[src/rtl/decseq_pkg.sv]
// decseq_pkg: command encodings, FSM states and packed-words-per-polynomial table for decode_seq_ctrl
package decseq_pkg;
  localparam logic [2:0] LVL2 = 3'd2;
  localparam logic [2:0] LVL3 = 3'd3;
  localparam logic [2:0] LVL5 = 3'd5;
  localparam logic [2:0] MODE_T0 = 3'd0;
  localparam logic [2:0] MODE_T1 = 3'd1;
  localparam logic [2:0] MODE_S1 = 3'd2;
  localparam logic [2:0] MODE_S2 = 3'd3;
  localparam logic [2:0] MODE_W1 = 3'd4;
  localparam logic [2:0] MODE_Z  = 3'd5;
  typedef enum logic [2:0] {S_IDLE, S_SETUP, S_RUN, S_DRAIN, S_DONE} state_t;
  // 64-bit words per 256-coefficient polynomial; 0 marks an illegal {lvl,mode}
  function automatic logic [6:0] words_per_poly(input logic [2:0] lvl, input logic [2:0] mode);
    logic [6:0] w;
    w = mode == MODE_T0 ? 7'd52 :
        mode == MODE_T1 ? 7'd40 :
        (mode == MODE_S1 || mode == MODE_S2) ? (lvl == LVL3 ? 7'd16 : 7'd12) :
        mode == MODE_W1 ? (lvl == LVL2 ? 7'd24 : 7'd16) :
        mode == MODE_Z  ? (lvl == LVL2 ? 7'd72 : 7'd80) : 7'd0;
    return (lvl == LVL2 || lvl == LVL3 || lvl == LVL5) ? w : 7'd0;
  endfunction
endpackage

[src/rtl/decseq_word_fifo.sv]
// decseq_word_fifo: 2-entry word FIFO between the source buffer and the decoder
module decseq_word_fifo #(
  parameter int W = 64
) (
  input  logic         clk,
  input  logic         rst,
  input  logic         push,
  input  logic [W-1:0] din,
  input  logic         pop,
  output logic [W-1:0] dout,
  output logic [1:0]   count
);
  logic [W-1:0] mem [2];
  logic wp, rp, do_push, do_pop;
  assign do_pop = pop && count != 2'd0;
  assign do_push = push && (count != 2'd2 || do_pop);
  assign dout = mem[rp];
  always_ff @(posedge clk or posedge rst)
    if (rst) begin
      mem[0] <= '0;
      mem[1] <= '0;
      wp <= 1'b0;
      rp <= 1'b0;
      count <= 2'd0;
    end else begin
      if (do_push) begin
        mem[wp] <= din;
        wp <= ~wp;
      end
      if (do_pop) rp <= ~rp;
      count <= count + 2'(do_push) - 2'(do_pop);
    end
endmodule

[src/rtl/decode_seq_ctrl.sv]
// decode_seq_ctrl: drives the coefficient decoder over whole polynomials, src buffer -> decoder -> dst RAM.
// Build option DECSEQ_CFG_CHECK_EN: illegal {sec_lvl,mode} commands are rejected with an err pulse.
module decode_seq_ctrl
  import decseq_pkg::*;
#(
  parameter int W        = 64,
  parameter int COEFF_W  = 23,
  parameter int OUTPUT_W = 4,
  parameter int SRC_AW   = 10,
  parameter int DST_AW   = 10
) (
  input  logic                        clk,
  input  logic                        rst,
  input  logic                        cmd_valid,
  output logic                        cmd_ready,
  input  logic [2:0]                  cmd_sec_lvl,
  input  logic [2:0]                  cmd_mode,
  input  logic [3:0]                  cmd_npoly,
  input  logic [SRC_AW-1:0]           cmd_src_base,
  input  logic [DST_AW-1:0]           cmd_dst_base,
  output logic                        src_rd_en,
  output logic [SRC_AW-1:0]           src_rd_addr,
  input  logic [W-1:0]                src_rd_data,
  output logic [2:0]                  dec_sec_lvl,
  output logic [2:0]                  dec_mode,
  output logic                        dec_valid_i,
  input  logic                        dec_ready_i,
  output logic [W-1:0]                dec_di,
  input  logic [OUTPUT_W*COEFF_W-1:0] dec_samples,
  input  logic                        dec_valid_o,
  output logic                        dec_ready_o,
  output logic                        dst_we,
  output logic [DST_AW-1:0]           dst_addr,
  output logic [OUTPUT_W*COEFF_W-1:0] dst_wdata,
  output logic                        busy,
  output logic                        done,
  output logic                        err
);
  state_t state, state_n;
  logic [6:0] wpp_in;
  logic accept, illegal, rd_pend, pop, cap;
  logic [1:0] fifo_cnt;
  logic [10:0] word_cnt, tot_words;
  logic [9:0] grp_cnt, tot_grps;
  logic [SRC_AW-1:0] src_base;
  logic [DST_AW-1:0] dst_base;
  assign wpp_in = words_per_poly(cmd_sec_lvl, cmd_mode);
  assign accept = cmd_valid && cmd_ready;
  assign pop = dec_valid_i && dec_ready_i;
  assign cap = dec_valid_o && dec_ready_o;
  assign dec_valid_i = fifo_cnt != 2'd0;
  assign src_rd_addr = src_base + SRC_AW'(word_cnt);
`ifdef DECSEQ_CFG_CHECK_EN
  assign illegal = wpp_in == 7'd0;
  always_ff @(posedge clk or posedge rst)
    if (rst) err <= 1'b0;
    else err <= accept && illegal;
`else
  assign illegal = 1'b0;
  assign err = 1'b0;
`endif
  decseq_word_fifo #(.W(W)) u_fifo (
    .clk   (clk),
    .rst   (rst),
    .push  (rd_pend),
    .din   (src_rd_data),
    .pop   (pop),
    .dout  (dec_di),
    .count (fifo_cnt)
  );
  always_ff @(posedge clk or posedge rst)
    if (rst) state <= S_IDLE;
    else state <= state_n;
  always_comb begin
    state_n = state;
    case (state)
      S_IDLE:  if (accept && !illegal) state_n = (cmd_npoly == 4'd0 || wpp_in == 7'd0) ? S_DONE : S_SETUP;
      S_SETUP: state_n = S_RUN;
      S_RUN:   if (word_cnt == tot_words && fifo_cnt == 2'd0 && !rd_pend) state_n = S_DRAIN;
      S_DRAIN: if (grp_cnt == tot_grps) state_n = S_DONE;
      default: state_n = S_IDLE;
    endcase
  end
  // read throttle counts words already buffered plus the one whose data is still in flight
  always_comb begin
    cmd_ready = state == S_IDLE;
    busy = state != S_IDLE;
    done = state == S_DONE;
    dec_ready_o = state == S_RUN || state == S_DRAIN;
    src_rd_en = state == S_RUN && word_cnt < tot_words && (3'(fifo_cnt) + 3'(rd_pend)) < 3'd2;
  end
  always_ff @(posedge clk or posedge rst)
    if (rst) begin
      dec_sec_lvl <= 3'd0;
      dec_mode <= 3'd0;
      src_base <= '0;
      dst_base <= '0;
      tot_words <= 11'd0;
      tot_grps <= 10'd0;
      word_cnt <= 11'd0;
      grp_cnt <= 10'd0;
      rd_pend <= 1'b0;
      dst_we <= 1'b0;
      dst_addr <= '0;
      dst_wdata <= '0;
    end else begin
      rd_pend <= src_rd_en;
      dst_we <= cap;
      if (accept) begin
        dec_sec_lvl <= cmd_sec_lvl;
        dec_mode <= cmd_mode;
        src_base <= cmd_src_base;
        dst_base <= cmd_dst_base;
        tot_words <= 11'(cmd_npoly) * 11'(wpp_in);
        tot_grps <= 10'(cmd_npoly) * 10'(256 / OUTPUT_W);
        word_cnt <= 11'd0;
        grp_cnt <= 10'd0;
      end
      if (src_rd_en) word_cnt <= word_cnt + 11'd1;
      if (cap) begin
        grp_cnt <= grp_cnt + 10'd1;
        dst_addr <= dst_base + DST_AW'(grp_cnt);
        dst_wdata <= dec_samples;
      end
    end
endmodule

[config.mk]
export PLATFORM = sky130hd
export DESIGN_NAME = decode_seq_ctrl
export DESIGN_NICKNAME = d
export VERILOG_FILES = /design/src/rtl/decseq_pkg.sv /design/src/rtl/decseq_word_fifo.sv /design/src/rtl/decode_seq_ctrl.sv
export SDC_FILE = /design/constraint.sdc
export NUM_CORES = 1
export LEC_CHECK = 0
export CAP_MARGIN = 10
export CORE_MARGIN = 1
export CORE_UTILIZATION = 30
export CTS_BUF_LIST = sky130_fd_sc_hd__clkbuf_8
export CTS_CLUSTER_DIAMETER = 40
export DETAILED_ROUTE_END_ITERATION = 16
export HOLD_SLACK_MARGIN = 0.15
export SYNTH_ARGS = -nofsm -noshare
export SYNTH_HDL_FRONTEND = slang
export SYNTH_SLANG_ARGS = --single-unit
[constraint.sdc]
create_clock -name clk -period 10 [get_ports clk]
set_clock_uncertainty 0.2 [all_clocks]
set_input_delay 2 -clock clk [delete_from_list [all_inputs] [get_ports clk]]
set_output_delay 2 -clock clk [all_outputs]
set_load 0.01 [all_outputs]
* Word-level counts from Yosys, hierarchy flattened
Index checks and enable logic that the tools add are counted.
** Operators by class
- $lt $le $gt $ge :: 5
- Add/sub/neg operators :: 7
- Bitwise operators :: 4
- Multiplexer cells :: 24
- $mul :: 1
- Reduce and logical (&&, ||, !) cells :: 27
- Equality and inequality tests :: 18
** Operators with widths (count)
- $mux W64 :: 4
- $bwmux W128 :: 1
- $demux W64 S1 :: 1
- $mux W7 :: 6
- $mux W11 :: 2
- $add A10 B10 Y10 :: 2
- $mux W10 :: 2
- $eq A3 B2 Y1 const B :: 6
- $eq A3 B3 Y1 const B :: 4
- $mux W3 :: 4
- $pmux W3 S4 :: 1
- $add A11 B1 Y11 const B :: 1
- $eq A11 B11 Y1 :: 1
- $lt A11 B11 Y1 :: 1
- $mul A4 B7 Y11 :: 1
- $add A10 B1 Y10 const B :: 1
- $eq A10 B10 Y1 :: 1
- $logic_and A1 B1 Y1 :: 10
- $mux W5 :: 2
- $logic_not A7 Y1 :: 1
- $eq A3 B1 Y1 const B :: 2
- $logic_not A3 Y1 :: 2
- $logic_or A1 B1 Y1 :: 6
- $ne A2 B2 Y1 const B :: 3
- 16 further kinds :: 21
** Word-level totals
- Bits of input ports :: 191
- Output and inout bits :: 190
- Register bits :: 301

* Longest topological paths before layout
Gate-level depths: netlist (run 1).
- Depth after elaboration :: 13
- Mapped depth :: 15

* Modules after synthesis
A second synthesis (run 1) with hierarchy kept.
** Unflattened totals
- Cells, all modules :: 1342
- Area total of the unflattened synthesis :: 14111.0 um^2
** By module, submodules not included
- decode_seq_ctrl :: cells each 970, sequential area each 4179.0 um^2, times used 1, area an instance 8421.8 um^2
- decseq_word_fifo :: cells each 372, sequential area each 3303.2 um^2, times used 1, area an instance 5689.2 um^2

* Least setup slack after synthesis (run 1)
Ideal clock, no wire load.
- Kind :: input port to flip-flop
- Start point :: input port cmd_sec_lvl[0]
- End point :: register tot_words[10]
- Cell stages on the path :: 15
- Library setup time :: 0.069 ns
- Required time :: 9.731 ns
- Slack :: 4.502 ns
- Buffers on the path :: 0
- Data arrival time :: 5.229 ns
- Cell sequence :: and3b_1 o21ai_0 a21oi_1 a31oi_1 nor2b_1 fa_1 inv_1 fa_1 inv_1 ha_1 nor2b_1 o21ai_0 a21boi_0 or4_1 nand3_1
** Between the ends
- Longest elaborated chain between the ends :: 9
- Elaborated cells on any way between the ends :: 15
- Classes of those cells :: 1 x mul; 3 x eq/ne; 9 x mux; 2 x reduce/logical
** Ends and longest elaborated chain
- start, declared :: RTL line decode_seq_ctrl.sv:16 : input logic [2:0] cmd_sec_lvl,
- $eq A3 B2 Y1 :: RTL line decseq_pkg.sv:19, decseq_pkg.sv:20, decseq_pkg.sv:21
- $mux W5 :: RTL line decseq_pkg.sv:20 : mode == MODE_Z ? (lvl == LVL2 ? 7'd72 : 7'd80) : 7'd0;
- $mux W7 :: RTL line decseq_pkg.sv:20
- $mux W7 :: RTL line decseq_pkg.sv:19 : mode == MODE_W1 ? (lvl == LVL2 ? 7'd24 : 7'd16) :
- $mux W7 :: RTL line decseq_pkg.sv:18 : (mode == MODE_S1 || mode == MODE_S2) ? (lvl == LVL3 ? 7'd16 : 7'd12) :
- $mux W7 :: RTL line decseq_pkg.sv:17 : mode == MODE_T1 ? 7'd40 :
- $mux W7 :: RTL line decseq_pkg.sv:16 : w = mode == MODE_T0 ? 7'd52 :
- $mux W7 (*) :: RTL line decseq_pkg.sv:21 : return (lvl == LVL2 || lvl == LVL3 || lvl == LVL5) ? w : 7'd0;
- $mul A4 B7 Y11 (*) :: RTL line decode_seq_ctrl.sv:114 : tot_words <= 11'(cmd_npoly) * 11'(wpp_in);
- end signal, assigned :: RTL line decode_seq_ctrl.sv:114
- end, declared :: RTL line decode_seq_ctrl.sv:43 : logic [10:0] word_cnt, tot_words;
Every way passes the cells marked *; elsewhere a longest branch is shown, timed or not.
A chain may end at the register's enable or synchronous reset.

* Worst setup path after layout (run 1)
- Start point :: input port cmd_sec_lvl[1]
- End point :: register tot_words[10]
The elaborated chain is that of the path after synthesis.

==> run summary, run 1 <==
### Drt
• Initial DRT Pass Iterations: 4
• number of DRC violations after detailed-routing iteration 0: 416
• post-detailed-route DRC marker count: 0
• routed vias/inst: 4.59
• routed wire length: 38.9 mm
• number of nets with antenna violations after routing: 0
• vias post-DR: 10800
• DR WL/cell: 16.5 microns

### Critical path
• capturing point of the worst reg2reg path: grp_cnt[9]$_DFFE_PP0P_
• largest delay contributor family on the critical path: adder cells
• source of the worst register-to-register timing path: state[2]$_DFFE_PP0P_
• Worst setup endpoint: tot_words[10]$_DFFE_PP0P_
• logic depth of the worst setup path including buffers: 16
• longest individual stage delay on the worst path: 0.59 ns
• setup slack of the most critical reg-to-reg path: 6.86 ns
• worst path bufs/invs: 3
• Critical Path Fanout Max: 7
• data arrival time of the critical path: 6.22 ns
• sort of element at the start of the critical path: primary input
• crit end category: flip-flop
• worst reg-to-reg path cell count: 8
• Worst path slowest cell: sky130_fd_sc_hd__clkdlybuf4s50_1
• Worst Path Required: 10.38 ns
• cell-by-cell listing of the critical path: clkdlybuf4s50_1 > and3b_1 > o21ai_0 > a21oi_1 > a31oi_1 > nor2b_1 > fa_1 > inv_1 > fa_1 > inv_1 > ha_1 > nor2b_1 > o21ai_0 > a21boi_0 > or4_1 > nand3_1
• WS Path Type: in2reg
• Crit. Startpoint: cmd_sec_lvl[1]

### Clocking
• clock insertion delay at the later pin of the skew report: 0.67 ns
• CTS clock-pin slew for the worst setup and hold paths: 0.06 ns
• total clock sinks: 299
• quantity of gates resized following cts: 0
• H-tree Lvls: 2
• CTS tree: yes
• library cell used as clock root buffer: sky130_fd_sc_hd__clkbuf_8
• number of buffers added by the clock tree synthesis step: 61
• postcts setup bufs: 0
• maximum clock path buffer count: 3
• CTS hold repair buffers: 0

### Synthesis
• Post-synth EDFFs: 0
• Seq/Total Area, Yosys: 53.2%
• share of Yosys cell area claimed by the top area cell type: 53.2%
• cell types with the largest area share after synthesis: sky130_fd_sc_hd__dfrtp_1 (53%), sky130_fd_sc_hd__mux2_2 (15%), sky130_fd_sc_hd__nand2_1 (11%), sky130_fd_sc_hd__ha_1 (4.1%), sky130_fd_sc_hd__fa_1 (1.1%)
• post-synthesis async set-or-reset flop share: 100%
• Warnings, synthesis: 0
• count of distinct cell types in the synthesized netlist: 60
• mean instance size in the synthesized netlist: 10.6 sq um
• synthesized instance count: 1321
• top flip-flop cell by instance count after synthesis: sky130_fd_sc_hd__dfrtp_1
• Mapped Area: 14100 sq um
• Syn Nets: 1566
• post-synth top area cell: sky130_fd_sc_hd__dfrtp_1
• flops & latches, synth: 299

### GRT
• number of antenna violations at the first check in global routing: 2
• met3 Use GR: 4.55%
• first-pass GRT wire length: 60.3 mm
• most heavily used metal layer in global routing: met2
• met2 global-route usage: 25.6%
• maximum number of pins on one net before global-route repair: 168
• vias in the first global route: 11000
• Remaining Overflow, GRT: 0
• met1 Track Usage GR: 20.2%
• total global-route track usage: 15.9%

### Place
• # port buffers: 379
• placed standard-cell area: 18500 sq um
• half-perimeter wire length of the detailed placement result: 25.9 mm
• final weighted congestion in routability-driven placement: 0.784

### Timing
• WHS: 0.272 ns
• setup TNS after final layout: 0 ns
• number of failing hold endpoints at the final stage: 0
• normalized max-slew margin: 20.9%
• RSZ-0062 raised after global routing: no
• final setup violation count: 0
• slew of the pin with the lowest slew margin: 1.19 ns
• post-route clock period utilization: 58.3%
• maximum operating frequency: 0.171 GHz
• shortest period the worst path allows: 5.83 ns
• count of pins over their slew limit: 0

### Power and ir drop
• worst ir drop on vdd: 0.177 mV
• total design power: 6250 uW
• PwrDens: 314 nW/um^2
• leakage power: 0.00906 uW

### Layout
• post-route cell area: 19900 sq um
• area used by multi-input combinational logic: 6190 sq um
• leading cell types in the layout, fill and taps excluded: sky130_fd_sc_hd__nand2_1 (415), sky130_fd_sc_hd__clkdlybuf4s50_1 (379), sky130_fd_sc_hd__dfrtp_1 (298)
• most common cell after layout, fill and taps aside: sky130_fd_sc_hd__nand2_1
• fillcell total: 4383
• area occupied by registers: 7480 sq um
• area grow syn2layout: 41.2%
• post-layout net count: 1959
• proportion of layout cells with a drive suffix above 1: 17.5%
• fin util: 43.4%

### Status
• status: complete, no violations

### Floorplan
• initial cell density of the core: 30.7%
• Top Ports: 381
• Die Span X: 219 microns
• height of the chip: 219 microns
• number of placement rows: 78
• Floorplan Core Area: 45800 sq um
• Die Area: 47800 sq um

### Run
• max cap viols: 0

### Hold path
• min-delay worst type: reg2reg

layer usage:
metal	up-vias	share of wire, %
met1	5247	43
met5	-	0.023
li1	5242	-
met2	279	47
met4	2	2.6
met3	77	7.0
tightest hold or removal path, stage by stage (launching register included):
cell and delay (ns):
sky130_fd_sc_hd__dfrtp_1 0.34, sky130_fd_sc_hd__nand2_1 0.05, sky130_fd_sc_hd__nand2_1 0.05
sequential cells by signal (all words and copies together) (netlist names), 4 cells and up:
name        count
dst_addr       10
dst_base       10
dst_wdata      92
grp_cnt        10
src_base       10
tot_grps        4
tot_words       9
u_fifo.mem    128
word_cnt       11
where the power goes:
group	switching (uW)	internal, uW	total, uW
combinational	1230	1510	2740
sequential	297	1770	2070
clock	578	861	1440
layout make-up:
cell class / count / share of cell area (%)
sequential: 299 / 37.7
clock buffer: 71 / 4.92
timing repair buffer: 389 / 19.5
tap: 600 / 3.78
inverter: 40 / 0.775
antenna: 2 / 0.0252
multi-input combinational: 923 / 31.2
clock inverter: 40 / 2.14
per-stage QoR:
| stage | worst slack (ns) | instances |
|---|---|---|
| 6_report | 4.17 | 2364 |
| 3_5_place_dp | 3.57 | 2251 |
| 4_1_cts | 4.24 | 2362 |
| 3_3_place_gp | 3.62 | 2251 |
| 5_1_grt | 3.90 | 2363 |
| 2_1_floorplan | 3.83 | 1321 |
worst min path at each step:
stage | startpoint | end | slack, ns | cells past startpoint
after global routing | dst_wdata[28]$_DFFE_PP0P_ | dst_wdata[28]$_DFFE_PP0P_ | 0.30 | 2
after global placement | dst_wdata[82]$_DFFE_PP0P_ | dst_wdata[82]$_DFFE_PP0P_ | 0.26 | 2
final | dst_wdata[90]$_DFFE_PP0P_ | dst_wdata[90]$_DFFE_PP0P_ | 0.27 | 2
after floorplan | tot_words[8]$_DFFE_PP0P_ | tot_words[8]$_DFFE_PP0P_ | 0.25 | 2
after detailed placement | dst_wdata[90]$_DFFE_PP0P_ | dst_wdata[90]$_DFFE_PP0P_ | 0.26 | 2
after CTS | dst_wdata[28]$_DFFE_PP0P_ | dst_wdata[28]$_DFFE_PP0P_ | 0.28 | 2
synth_stat cells (16+ instances only):
cell and number:
sky130_fd_sc_hd__a21oi_1 19, sky130_fd_sc_hd__and2_1 17, sky130_fd_sc_hd__buf_2 18, sky130_fd_sc_hd__clkbuf_1 29
sky130_fd_sc_hd__dfrtp_1 299, sky130_fd_sc_hd__ha_1 46, sky130_fd_sc_hd__inv_1 39, sky130_fd_sc_hd__mux2_2 192
sky130_fd_sc_hd__nand2_1 416, sky130_fd_sc_hd__nand3_1 17, sky130_fd_sc_hd__nor2_1 20, sky130_fd_sc_hd__nor3_1 16
sky130_fd_sc_hd__o21ai_0 30
cells by family after synthesis:
family          count (synthesis)  share of synthesized area (%)
other cells                     1                         0.0267
mux                           198                           15.8
buf+inv                        99                           2.88
fa+ha+maj                      54                           5.23
simple gates                  536                           16.0
xor+xnor                       26                           1.62
flops                         299                           53.2
compound gates                108                           5.22
(Power assumes the default switching activity.)
==> inputs of run 2 (changes only) <==
==> constraint.sdc (replaced) <==
create_clock -name clk -period 6.1 [get_ports clk]
set_clock_uncertainty 0.2 [all_clocks]
set_input_delay 1.22 -clock clk [delete_from_list [all_inputs] [get_ports clk]]
set_output_delay 1.22 -clock clk [all_outputs]
set_load 0.01 [all_outputs]
==> run 2 against run 1 <==
  * Total power is 63% higher
  * Register-to-register slack worse by 3.5 ns
  * Worst hold slack worse by 0.0035 ns
  * Design area is 0.19% higher
  * Routed wire length is 1.4% lower
  * Count of clock-buffer cells in the layout is 10 higher
  * First-iteration DRC count is 12% higher
  * Sequential cell count stayed put
  * Utilization is 0.082 points higher
  * Sequential share of layout area is 0.071 points lower
  * Via count is 0.71% higher
==> run summary, run 2 (synthesis gave the netlist of run 1 again) <==
### Status
• status: complete, no violations

### Clocking
• number of buffers added by the clock tree synthesis step: 67
• total clock sinks: 299
• CTS tree: yes
• CTS hold repair buffers: 0
• CTS clock-pin slew for the worst setup and hold paths: 0.06 ns
• quantity of gates resized following cts: 0
• postcts setup bufs: 0
• H-tree Lvls: 3
• maximum clock path buffer count: 3
• library cell used as clock root buffer: sky130_fd_sc_hd__clkbuf_8
• clock insertion delay at the later pin of the skew report: 0.63 ns

### Timing
• count of pins over their slew limit: 0
• final setup violation count: 0
• post-route clock period utilization: 82.8%
• setup TNS after final layout: 0 ns
• number of failing hold endpoints at the final stage: 0
• maximum operating frequency: 0.198 GHz
• shortest period the worst path allows: 5.05 ns
• RSZ-0062 raised after global routing: no
• slew of the pin with the lowest slew margin: 1.04 ns
• normalized max-slew margin: 31.0%

### Hold path
• min-delay worst type: reg2reg

### Layout
• area grow syn2layout: 41.5%
• post-layout net count: 1965
• flip-flop count of the largest register after layout: 128
• register ranked first by flip-flop count: u_fifo.mem
• most common cell after layout, fill and taps aside: sky130_fd_sc_hd__nand2_1
• leading cell types in the layout, fill and taps excluded: sky130_fd_sc_hd__nand2_1 (415), sky130_fd_sc_hd__clkdlybuf4s50_1 (379), sky130_fd_sc_hd__dfrtp_1 (298)
• proportion of layout cells with a drive suffix above 1: 18.4%
• Regs by FF count: u_fifo.mem x128, dst_wdata x92, word_cnt x11

### GRT
• Remaining Overflow, GRT: 0
• first-pass GRT wire length: 60.4 mm
• total global-route track usage: 16.0%
• vias in the first global route: 11200
• maximum number of pins on one net before global-route repair: 140
• number of antenna violations at the first check in global routing: 2

### Place
• final weighted congestion in routability-driven placement: 0.785
• half-perimeter wire length of the detailed placement result: 26.3 mm
• # port buffers: 379

### Floorplan
• Die Area: 47800 sq um
• height of the chip: 219 microns
• initial cell density of the core: 30.7%
• number of placement rows: 78
• Floorplan Core Area: 45800 sq um
• Top Ports: 381
• Die Span X: 219 microns

### Run
• max cap viols: 0

### Critical path
• Worst path slowest cell: sky130_fd_sc_hd__clkdlybuf4s50_1
• cell-by-cell listing of the critical path: clkdlybuf4s50_1 > and3b_1 > o21ai_0 > a21oi_1 > a31oi_1 > nor2b_1 > fa_1 > inv_1 > fa_1 > inv_1 > ha_1 > nor2b_1 > o21ai_0 > a21boi_0 > or4_1 > nand3_1
• Critical Path Fanout Max: 7
• longest individual stage delay on the worst path: 0.58 ns
• crit end category: flip-flop
• sort of element at the start of the critical path: primary input
• data arrival time of the critical path: 5.40 ns
• Worst Path Required: 6.44 ns
• WS Path Type: in2reg

### Drt
• routed wire length: 38.4 mm
• DR WL/cell: 16.2 microns
• post-detailed-route DRC marker count: 0
• Initial DRT Pass Iterations: 5
• number of nets with antenna violations after routing: 0
• vias post-DR: 10900
• routed vias/inst: 4.61
• number of DRC violations after detailed-routing iteration 0: 465

### Power and ir drop
• PwrDens: 513 nW/um^2
• worst ir drop on vdd: 0.260 mV
• total design power: 10200 uW
• leakage power: 0.00905 uW

[run 2: path summary, 6_finish.rpt]
check / startpoint / end / slack, ns / cells after the start
min reg2reg: dst_wdata[78]$_DFFE_PP0P_ / dst_wdata[78]$_DFFE_PP0P_ / 0.27 / 2
min: dst_wdata[78]$_DFFE_PP0P_ / dst_wdata[78]$_DFFE_PP0P_ / 0.27 / 2
min in group asynchronous: rst / dst_wdata[41]$_DFFE_PP0P_ / 0.88 / 2
max reg2reg: state[2]$_DFFE_PP0P_ / word_cnt[4]$_DFFE_PP0P_ / 3.34 / 5
max in group asynchronous: rst / u_fifo.rp$_DFFE_PP0P_ / 3.55 / 3
max: cmd_sec_lvl[1] / tot_words[10]$_DFFE_PP0P_ / 1.05 / 16
[run 2: area by class of cell]
cell class                 count  area, sq um
multi-input combinational    923         6190
tap                          600          751
timing repair buffer         389         3890
clock inverter                38          312
clock buffer                  81         1110
antenna                        2         5.00
fill                        4374        25900
sequential                   299         7480
inverter                      40          154
[run 2: through the flow]
step           setup WS [ns]  cell area, sq um  hold WS [ns]  cells  utilization, %
2_1_floorplan          0.707             14100         0.249   1321               -
3_3_place_gp           0.502             18500         0.256   2251            40.4
3_5_place_dp           0.453             18500         0.261   2251            40.4
4_1_cts                 1.12             19900         0.275   2370            43.5
5_1_grt                0.756             19900         0.286   2371            43.5
6_report                1.05             19900         0.269   2372            43.5
[run 2: routing by layer]
| layer | share of wire (%) | track usage [%] | vias to the layer above |
|---|---|---|---|
| li1 | - | - | 5260 |
| met1 | 43 | 20.3 | 5303 |
| met2 | 47 | 25.0 | 277 |
| met3 | 7.0 | 5.44 | 82 |
| met4 | 2.5 | 6.13 | 2 |
| met5 | 0.023 | 0 | - |
[run 2: worst max-delay path, delay by kind of cell]
kind | cells | cell delay (ns)
buffers and inverters | 3 | 0.68
AND/OR/NAND/NOR | 5 | 1.07
adder cells (fa/ha/maj) | 3 | 1.39
AO/OA/AOI/OAI | 5 | 1.02
[run 2: report_power, final]
group	internal [uW]	total [uW]	switching, uW
sequential	2910	3440	529
combinational	2480	4440	1960
clock	1350	2330	978
